<file path="src/rtl/mem_port_arbiter_if.sv">
// mem_port_arbiter_if
//   Groups the request, response and memory-bus signals of the shared memory
//   port. The slave modport is the arbiter's view. The master modport is the
//   view of the environment: the requesters and the memory.
//   I side : i_req/i_addr in; i_gnt/i_valid/i_rdata out
//   D side : d_req/d_we/d_addr/d_wdata/d_be in; d_gnt/d_valid/d_rdata out
//   Memory : mem_req/mem_we/mem_addr/mem_wdata/mem_be out; mem_valid/mem_rdata in
interface mem_port_arbiter_if #(
    parameter int XLEN = 32
);
    logic            i_req;
    logic [XLEN-1:0] i_addr;
    logic            i_gnt;
    logic            i_valid;
    logic [XLEN-1:0] i_rdata;

    logic            d_req;
    logic            d_we;
    logic [XLEN-1:0] d_addr;
    logic [XLEN-1:0] d_wdata;
    logic [3:0]      d_be;
    logic            d_gnt;
    logic            d_valid;
    logic [XLEN-1:0] d_rdata;

    logic            mem_req;
    logic            mem_we;
    logic [XLEN-1:0] mem_addr;
    logic [XLEN-1:0] mem_wdata;
    logic [3:0]      mem_be;
    logic            mem_valid;
    logic [XLEN-1:0] mem_rdata;

    modport slave (
        input  i_req, i_addr, d_req, d_we, d_addr, d_wdata, d_be,
               mem_valid, mem_rdata,
        output i_gnt, i_valid, i_rdata, d_gnt, d_valid, d_rdata,
               mem_req, mem_we, mem_addr, mem_wdata, mem_be
    );

    modport master (
        output i_req, i_addr, d_req, d_we, d_addr, d_wdata, d_be,
               mem_valid, mem_rdata,
        input  i_gnt, i_valid, i_rdata, d_gnt, d_valid, d_rdata,
               mem_req, mem_we, mem_addr, mem_wdata, mem_be
    );
endinterface

</file>
<file path="src/rtl/mem_port_arbiter.sv">
// mem_port_arbiter
//   Shares a single memory port between instruction fetch (I) and load/store (D).
//   Only one transaction is in flight at a time. D wins arbitration, except
//   after MAX_D_STREAK consecutive D grants made while I was waiting. A
//   transaction with no mem_valid for TIMEOUT cycles is aborted: it returns
//   zero data and sets the sticky err flag.
//   clk   : clock, rising edge
//   reset : asynchronous, active-high
//   bus   : request/response/memory signals (slave modport)
//   busy  : a transaction is outstanding
//   err   : sticky timeout flag
module mem_port_arbiter #(
    parameter int XLEN         = 32,
    parameter int MAX_D_STREAK = 4,
    parameter int TIMEOUT      = 64
) (
    input  logic                clk,
    input  logic                reset,
    mem_port_arbiter_if.slave   bus,
    output logic                busy,
    output logic                err
);
    localparam int SW = $clog2(MAX_D_STREAK + 1);
    localparam int TW = (TIMEOUT > 1) ? $clog2(TIMEOUT) : 1;
    localparam logic [SW-1:0] STREAK_MAX = SW'(MAX_D_STREAK);
    localparam logic [TW-1:0] TIMER_LAST = TW'(TIMEOUT - 1);

    typedef enum logic [1:0] {IDLE, WAIT_I, WAIT_D} state_t;

    state_t        state, state_nx;
    logic [SW-1:0] streak;
    logic [TW-1:0] timer;
    logic          grant_i, grant_d, done, expire;

    // State register
    always_ff @(posedge clk or posedge reset) begin
        if (reset) state <= IDLE;
        else       state <= state_nx;
    end

    // Next-state logic and arbitration decision
    always_comb begin
        grant_d  = (state == IDLE) && bus.d_req &&
                   (!bus.i_req || (streak < STREAK_MAX));
        grant_i  = (state == IDLE) && !grant_d && bus.i_req;
        done     = (state != IDLE) && bus.mem_valid;
        expire   = (state != IDLE) && !bus.mem_valid && (timer == TIMER_LAST);
        state_nx = state;
        case (state)
            IDLE:    if (grant_d)      state_nx = WAIT_D;
                     else if (grant_i) state_nx = WAIT_I;
            WAIT_I,
            WAIT_D:  if (done || expire) state_nx = IDLE;
            default: state_nx = IDLE;
        endcase
    end

    // Combinational outputs
    always_comb begin
        busy = (state != IDLE);
    end

    // Registered pulses, memory-bus latches, return data and counters
    always_ff @(posedge clk or posedge reset) begin
        if (reset) begin
            bus.i_gnt     <= 1'b0;
            bus.d_gnt     <= 1'b0;
            bus.i_valid   <= 1'b0;
            bus.d_valid   <= 1'b0;
            bus.i_rdata   <= '0;
            bus.d_rdata   <= '0;
            bus.mem_req   <= 1'b0;
            bus.mem_we    <= 1'b0;
            bus.mem_addr  <= '0;
            bus.mem_wdata <= '0;
            bus.mem_be    <= 4'b0000;
            err           <= 1'b0;
            streak        <= '0;
            timer         <= '0;
        end else begin
            bus.i_gnt   <= grant_i;
            bus.d_gnt   <= grant_d;
            bus.mem_req <= grant_i | grant_d;
            bus.i_valid <= (state == WAIT_I) && (done || expire);
            bus.d_valid <= (state == WAIT_D) && (done || expire);
            err         <= err | expire;

            if (grant_d) begin
                bus.mem_we    <= bus.d_we;
                bus.mem_addr  <= bus.d_addr;
                bus.mem_wdata <= bus.d_wdata;
                bus.mem_be    <= bus.d_be;
            end else if (grant_i) begin
                bus.mem_we    <= 1'b0;
                bus.mem_addr  <= bus.i_addr;
                bus.mem_wdata <= '0;
                bus.mem_be    <= 4'b1111;
            end

            // A timed-out transaction returns zero. An ack has priority over
            // the timeout when both land on the same edge.
            if (state == WAIT_I) begin
                if (done)        bus.i_rdata <= bus.mem_rdata;
                else if (expire) bus.i_rdata <= '0;
            end
            if (state == WAIT_D) begin
                if (done)        bus.d_rdata <= bus.mem_rdata;
                else if (expire) bus.d_rdata <= '0;
            end

            if (grant_i || grant_d || done || expire) timer <= '0;
            else if (state != IDLE)                    timer <= timer + 1'b1;

            // The streak counts only D grants that bypassed a waiting fetch.
            if (!bus.i_req || grant_i)               streak <= '0;
            else if (grant_d && streak < STREAK_MAX) streak <= streak + 1'b1;
        end
    end
endmodule

</file>
<file path="src/flat_wrapper.sv">
// flat-port wrapper written by rule: the top's interface ports become plain ports
module mem_port_arbiter_flat 
#(
    parameter int XLEN         = 32,
    parameter int MAX_D_STREAK = 4,
    parameter int TIMEOUT      = 64
)
  (clk, reset, busy, err, bus_i_req, bus_i_addr, bus_d_req, bus_d_we, bus_d_addr, bus_d_wdata, bus_d_be, bus_mem_valid, bus_mem_rdata, bus_i_gnt, bus_i_valid, bus_i_rdata, bus_d_gnt, bus_d_valid, bus_d_rdata, bus_mem_req, bus_mem_we, bus_mem_addr, bus_mem_wdata, bus_mem_be);
  mem_port_arbiter_if #(.XLEN(XLEN)) bus_i ();
  input  logic clk;
  input  logic reset;
  output logic busy;
  output logic err;
  input wire logic [$bits(bus_i.i_req)-1:0] bus_i_req;
  input wire logic [$bits(bus_i.i_addr)-1:0] bus_i_addr;
  input wire logic [$bits(bus_i.d_req)-1:0] bus_d_req;
  input wire logic [$bits(bus_i.d_we)-1:0] bus_d_we;
  input wire logic [$bits(bus_i.d_addr)-1:0] bus_d_addr;
  input wire logic [$bits(bus_i.d_wdata)-1:0] bus_d_wdata;
  input wire logic [$bits(bus_i.d_be)-1:0] bus_d_be;
  input wire logic [$bits(bus_i.mem_valid)-1:0] bus_mem_valid;
  input wire logic [$bits(bus_i.mem_rdata)-1:0] bus_mem_rdata;
  output wire logic [$bits(bus_i.i_gnt)-1:0] bus_i_gnt;
  output wire logic [$bits(bus_i.i_valid)-1:0] bus_i_valid;
  output wire logic [$bits(bus_i.i_rdata)-1:0] bus_i_rdata;
  output wire logic [$bits(bus_i.d_gnt)-1:0] bus_d_gnt;
  output wire logic [$bits(bus_i.d_valid)-1:0] bus_d_valid;
  output wire logic [$bits(bus_i.d_rdata)-1:0] bus_d_rdata;
  output wire logic [$bits(bus_i.mem_req)-1:0] bus_mem_req;
  output wire logic [$bits(bus_i.mem_we)-1:0] bus_mem_we;
  output wire logic [$bits(bus_i.mem_addr)-1:0] bus_mem_addr;
  output wire logic [$bits(bus_i.mem_wdata)-1:0] bus_mem_wdata;
  output wire logic [$bits(bus_i.mem_be)-1:0] bus_mem_be;
  assign bus_i.i_req = bus_i_req;
  assign bus_i.i_addr = bus_i_addr;
  assign bus_i.d_req = bus_d_req;
  assign bus_i.d_we = bus_d_we;
  assign bus_i.d_addr = bus_d_addr;
  assign bus_i.d_wdata = bus_d_wdata;
  assign bus_i.d_be = bus_d_be;
  assign bus_i.mem_valid = bus_mem_valid;
  assign bus_i.mem_rdata = bus_mem_rdata;
  assign bus_i_gnt = bus_i.i_gnt;
  assign bus_i_valid = bus_i.i_valid;
  assign bus_i_rdata = bus_i.i_rdata;
  assign bus_d_gnt = bus_i.d_gnt;
  assign bus_d_valid = bus_i.d_valid;
  assign bus_d_rdata = bus_i.d_rdata;
  assign bus_mem_req = bus_i.mem_req;
  assign bus_mem_we = bus_i.mem_we;
  assign bus_mem_addr = bus_i.mem_addr;
  assign bus_mem_wdata = bus_i.mem_wdata;
  assign bus_mem_be = bus_i.mem_be;
  mem_port_arbiter #(.XLEN(XLEN), .MAX_D_STREAK(MAX_D_STREAK), .TIMEOUT(TIMEOUT)) u_core (.clk(clk), .reset(reset), .bus(bus_i), .busy(busy), .err(err));
endmodule
</file>
<file path="config.mk">
export PLATFORM = sky130hd
export DESIGN_NAME = mem_port_arbiter_flat
export DESIGN_NICKNAME = d
export VERILOG_FILES = /design/src/rtl/mem_port_arbiter_if.sv /design/src/rtl/mem_port_arbiter.sv /design/src/flat_wrapper.sv
export SDC_FILE = /design/constraint.sdc
export NUM_CORES = 1
export LEC_CHECK = 0
export ABC_AREA = 1
export CORE_AREA = 2 2 129 131
export DETAILED_ROUTE_END_ITERATION = 8
export DIE_AREA = 0 0 131 133
export GPL_TIMING_DRIVEN = 0
export PLACE_DENSITY = 0.78
export SYNTH_ARGS = -nofsm -noshare
export SYNTH_HDL_FRONTEND = slang
export SYNTH_SLANG_ARGS = --single-unit
</file>
<file path="constraint.sdc">
create_clock -name clk -period 9.3 [get_ports clk]
set_clock_uncertainty 0.15 [all_clocks]
set_input_delay 2.325 -clock clk [delete_from_list [all_inputs] [get_ports clk]]
set_output_delay 2.325 -clock clk [all_outputs]
set_load 0.01 [all_outputs]
</file>
==> metrics, run 1 <==
status=finished, final reports clean; crit path max-delay cell type=clkdlybuf4s50_1; Post-Route WL=18,200 um; CP Launch Point=u_core.state[0]$_DFFE_PP0P_; vias=5,758; die area=0.0174 sq mm; # hold bufs at CTS=0; Setup Buffers After CTS=0; Max Cap Violations=0; Final #Nets=1,174; Rel. slew slack=0.626; Reg clk slew, reported paths=0.06 ns; clk_lat worst skew=0.41 ns; Pre-antenna DRT Iters=4; CP arrival=1.93 ns; kind of critical path=flip-flop to primary output; Worst Tran Pin Value=0.561 ns; sequential cell area=0.00375 sq mm; Top Ports=278; area of the multi-input gates=0.00219 sq mm; CTS HTree Levels=4; Hold Vio Cnt, Final=0; HP Class=flip-flop to flip-flop; library cells used by synthesis=24; gr usage total=0.215; Initial Util=0.389; most frequent cells in the layout=nand2_1, clkdlybuf4s50_1, dfrtp_1; commonest non-fill, non-tap cell in the layout=nand2_1; Final Cycle Share=0.473; CTS tree=built; initial antenna violation count=0; GRT overflow=0; CTS Buf Count=17; RSZ-0062 raised after global routing=no; Clock Path Buffers=2; DPL Wire Length=13,900 um; most frequent cell on the critical path=inv_1; Buffers on Ports=277; Avg Cell Area, Syn=8.56 sq um; hold path start=u_core.bus.mem_wdata[26]$_DFFE_PP0P_; Crit. End Element=primary output; CTS sink count=150; worst vdd ir=136 uV; sequential element share of the synthesized area=0.597; cell count after synthesis=734; flops & latches, synth=150; CP max stage delay=0.57 ns; fin. max-slew vios=0; reg2reg start=u_core.state[0]$_DFFE_PP0P_; placeable core area=0.0162 sq mm; PwrDens=317 mW/mm^2; Setup violations, final=0; Final GP Congestion=0.821; Worst Path Required=6.83 ns; largest net degree at the start of global routing=92; final core utilization=0.613; global-route wire length before repair=29,000 um; fin crit period=4.40 ns; post-synthesis instance area=0.00628 sq mm; layout filler cell count=1,386; area grow syn2layout=57.7%; root buf cell=clkbuf_16; Leak Pwr=4.78 nW; Remaining DRCs=0; layout cells sized above 1=0.0642; Core Rows=47; vias in the first global route=5,782; Yosys warning count=0; Routed WL per cell=14.4 um; Routed Antenna Nets=0; CP Cell Sequence=inv_1 > ha_1 > buf_4 > inv_1 > clkdlybuf4s50_1; Synth Net Count=877; setup TNS=0 ns; Die Height=133 um; CTS resizes=0; Max Fclk=227 MHz; CP startpoint kind=flip-flop; Diodes inserted=0; Die Span X=131 um; Via density=4.56; critical path peak fanout=8; Iteration-0 DRC Markers=273
-- critical path, delay by kind of cell, from the launching register on --
kind       cells  cell delay (ns)
buf+inv        4             0.93
flops          1             0.38
fa+ha+maj      1             0.19
-- synthesized netlist by cell type, drive strengths merged --
library cell / number / area share
xnor2: 2 / 0.0028
nand3: 11 / 0.0088
buf: 21 / 0.024
nor2: 8 / 0.0068
clkbuf: 16 / 0.019
ha: 5 / 0.010
o21ai: 69 / 0.055
nand4: 1 / 0.0010
nand2: 427 / 0.26
o21bai: 1 / 0.0012
dfrtp: 150 / 0.60
xor2: 1 / 0.0014
o22ai: 1 / 0.0010
inv: 19 / 0.011
a21oi: 2 / 0.0022
-- power breakdown --
group	leakage [nW]	internal, mW	switching (mW)
logic	2.64	0.718	0.703
clock network	0.245	0.347	0.290
registers	1.89	0.930	0.152
total	4.78	2.00	1.14
-- per-layer routing --
| layer | vias up | routed length, um | global-route usage |
|---|---|---|---|
| met5 | - | 0 | 0 |
| met4 | 0 | 297 | 0.0609 |
| met3 | 26 | 1580 | 0.0813 |
| met2 | 214 | 9140 | 0.368 |
| met1 | 2652 | 7220 | 0.249 |
| li1 | 2866 | - | - |
-- sequential cells by signal (all words and copies together), names as in the netlist, 2 cells and up --
register,count
u_core.state,2
u_core.bus.mem_be,4
u_core.timer,6
u_core.streak,3
u_core.bus.i_rdata,32
u_core.bus.mem_wdata,32
u_core.bus.d_rdata,32
u_core.bus.mem_addr,32
-- worst paths after layout --
path	slack, ns	cells past startpoint	end
setup reg to reg	7.15	8	u_core.bus.mem_wdata[20]$_DFFE_PP0P_
min in group asynchronous	2.22	2	u_core.bus.mem_wdata[7]$_DFFE_PP0P_
hold reg to reg	0.32	2	u_core.bus.mem_wdata[26]$_DFFE_PP0P_
max in group asynchronous	5.95	3	u_core.streak[0]$_DFFE_PP0P_
hold / removal	0.32	2	u_core.bus.mem_wdata[26]$_DFFE_PP0P_
setup / recovery	4.90	5	busy
-- through the flow --
| step | hold WS (ns) | cell area [sq um] | power, mW | worst slack, ns | instances |
|---|---|---|---|---|---|
| floorplan | 0.317 | 6280 | 1.72 | 2.79 | 734 |
| global placement | 0.301 | 9330 | 2.49 | 0.732 | 1231 |
| detailed placement | 0.303 | 9360 | 2.53 | 5.06 | 1232 |
| CTS | 0.322 | 9910 | 3.18 | 4.86 | 1264 |
| global route | 0.340 | 9910 | 3.35 | 4.80 | 1264 |
| finish | 0.318 | 9910 | 3.14 | 4.90 | 1264 |
-- cell type report --
cell class	instances	share of cell area
Multi-Input combinational cell	528	0.221
Clock inverter	14	0.0117
Timing Repair Buffer	278	0.283
Tap cell	220	0.0278
Buffer	37	0.0275
Clock buffer	18	0.0433
Inverter	19	0.00770
Sequential cell	150	0.379
-- cell families (layout without fill, tap and decap cells) --
group,count (synthesis),count (layout),synth area share
AOI/OAI and AO/OA,73,73,0.0593
xor gates and xnor gates,3,3,0.00418
adders and majority gates,5,5,0.00996
buffers and inverters,56,366,0.0548
DFF,150,150,0.597
and+or+nand+nor,447,447,0.274
Power figures use the tool's default switching activity.
==> run 2: changes to the inputs <==
==> constraint.sdc (replaced) <==
create_clock -name clk -period 4.3 [get_ports clk]
set_clock_uncertainty 0.15 [all_clocks]
set_input_delay 1.075 -clock clk [delete_from_list [all_inputs] [get_ports clk]]
set_output_delay 1.075 -clock clk [all_outputs]
set_load 0.01 [all_outputs]
==> run 2 against run 1 <==
Net effect:
- first-iteration DRC count is 3.7% lower
- register-to-register slack worse by 5.0 ns
- cell count is 0.16% higher
- combinational power is 120% higher
- via count is 2.0% higher
- sequential share of layout area is 0.42 points lower
- critical endpoint unchanged
- largest cell class unchanged
==> metrics, run 2 (same netlist as run 1, synthesis figures left out) <==
status=finished, final reports clean; most frequent cells in the layout=nand2_1, clkdlybuf4s50_1, dfrtp_1; global-route wire length before repair=29,500 um (+1.6%); fin crit period=3.15 ns; CTS HTree Levels=4 (unchanged); die area=0.0174 sq mm (unchanged); CP max stage delay=0.57 ns (about the same); most frequent cell on the critical path=inv_1; Buffers on Ports=277 (unchanged); # hold bufs at CTS=0 (unchanged); setup TNS=0 ns (unchanged); Crit. End Element=primary output; worst vdd ir=306 uV (+130%); Final #Nets=1,176 (+0.17%); Pre-antenna DRT Iters=4 (unchanged); CTS sink count=150 (unchanged); Initial Util=0.389 (unchanged); RSZ-0062 raised after global routing=no; Die Height=133 um (unchanged); Post-DP Area=0.00940 sq mm (+0.33%); Pint=4.52 mW (+130%); CP bufs+invs=4 (unchanged); clk_lat worst skew=0.42 ns (about the same); GRT overflow=0 (unchanged); Final GP Congestion=0.809 (-1.5%); vias in the first global route=5,874 (+1.6%); DPL Wire Length=14,200 um (+2.0%); initial antenna violation count=0 (unchanged); CP delay by family, top=buffers and inverters; CTS tree=built; Gate power share=0.442 (-0.011); Via density=4.64 (+1.8%); CP Cell Sequence=inv_1 > ha_1 > buf_4 > inv_1 > clkdlybuf4s50_1; kind of critical path=flip-flop to primary output; commonest non-fill, non-tap cell in the layout=nand2_1; final instance area=0.0100 sq mm (+1.1%); Top Ports=278 (unchanged); Max Cap Violations=0 (unchanged); final core utilization=0.620 (+0.00689); Final Cycle Share=0.733; layout cells sized above 1=0.0669 (+0.00275); CP arrival=1.93 ns (about the same); Routed WL per cell=14.7 um (+1.8%); Power Total=6.98 mW (+120%); Diodes inserted=0 (unchanged); CP startpoint kind=flip-flop; fin. max-slew vios=0 (unchanged); critical path peak fanout=8 (unchanged); Rel. slew slack=0.380 (-0.246); Routed Antenna Nets=0 (unchanged); placeable core area=0.0162 sq mm (unchanged); crit path max-delay cell type=clkdlybuf4s50_1; Reg power frac=0.336 (-0.009); Hold Vio Cnt, Final=0 (unchanged); Iteration-0 DRC Markers=263 (-3.7%); Reg2Reg Setup Slack=2.16 ns (-4.99 ns); Post-Route WL=18,600 um (+1.9%); Max Fclk=317 MHz; Worst Tran Pin Value=0.928 ns (+0.367 ns); gr usage total=0.219 (+0.00415); HP Class=flip-flop to flip-flop; Worst Path Required=3.07 ns (-3.76 ns); Die Span X=131 um (unchanged); CTS Buf Count=17 (unchanged); PwrDens=697 mW/mm^2 (+120%); Psw=2.46 mW (+120%); sw frac=0.352 (-0.0118); Reg clk slew, reported paths=0.06 ns (about the same); Setup Buffers After CTS=0 (unchanged); Setup violations, final=0 (unchanged); largest net degree at the start of global routing=43 (-53%); CTS resizes=0 (unchanged); area grow syn2layout=59.5%; Core Rows=47 (unchanged); Clock Path Buffers=2 (unchanged); Clock power frac=0.222 (+0.019); vias=5,872 (+2.0%); Leak Pwr=4.84 nW (+1.3%); root buf cell=clkbuf_16; Remaining DRCs=0 (unchanged)
-- run 2: layout make-up --
| class | count | area [sq um] |
|---|---|---|
| tap | 220 | 275 |
| fill | 1384 | 6150 |
| clock buffer | 19 | 453 |
| inverter | 19 | 75.1 |
| timing repair buffer | 280 | 2830 |
| clock inverter | 13 | 173 |
| multi-input combinational | 528 | 2190 |
| buffer | 37 | 273 |
| sequential | 150 | 3750 |
-- run 2: power by group through the flow --
stage	clock network (mW)	logic [mW]	registers (mW)
3_5_place_dp	0	3.13	2.35
5_1_grt	1.64	3.40	2.41
6_report	1.55	3.09	2.34
2_1_floorplan	0	1.13	2.61
4_1_cts	1.59	3.13	2.34
3_3_place_gp	0	3.06	2.33
-- run 2: layer usage --
layer | wire, um | track usage | vias up
met3 | 1760 | 0.0720 | 30
met1 | 7120 | 0.252 | 2721
met5 | 0 | 0 | -
met4 | 390 | 0.0792 | 0
met2 | 9320 | 0.377 | 241
li1 | - | - | 2880
-- run 2: path summary, 6_finish.rpt --
kind                                                      startpoint                                   end  cells past startpoint
worst max-delay path                     u_core.state[0]$_DFFE_PP0P_                                  busy                      5
worst min-delay path            u_core.bus.mem_wdata[18]$_DFFE_PP0P_  u_core.bus.mem_wdata[18]$_DFFE_PP0P_                      2
worst max register to register           u_core.state[0]$_DFFE_PP0P_   u_core.bus.mem_wdata[0]$_DFFE_PP0P_                      8
worst min register to register  u_core.bus.mem_wdata[18]$_DFFE_PP0P_  u_core.bus.mem_wdata[18]$_DFFE_PP0P_                      2
max in group asynchronous                                      reset    u_core.bus.mem_addr[3]$_DFFE_PP0P_                      4
min in group asynchronous                                      reset     u_core.bus.i_rdata[8]$_DFFE_PP0P_                      2
-- run 2: through the flow --
stage                     setup WS (ns)  cells  hold slack (ns)
after global routing               1.05   1266            0.337
after floorplan                    1.19    734            0.317
after detailed placement           1.26   1234            0.307
after global placement           -0.108   1231            0.297
after CTS                          1.12   1266            0.325
final                              1.15   1266            0.321
-- run 2: worst reg2reg max path: cells and delay by family, from the launching register on --
kind                       cells  cell delay (ns)
buffers and inverters          3             0.66
and+or+nand+nor                3             0.30
AOI/OAI and AO/OA              1             0.42
DFF                            1             0.40
adders and majority gates      1             0.15
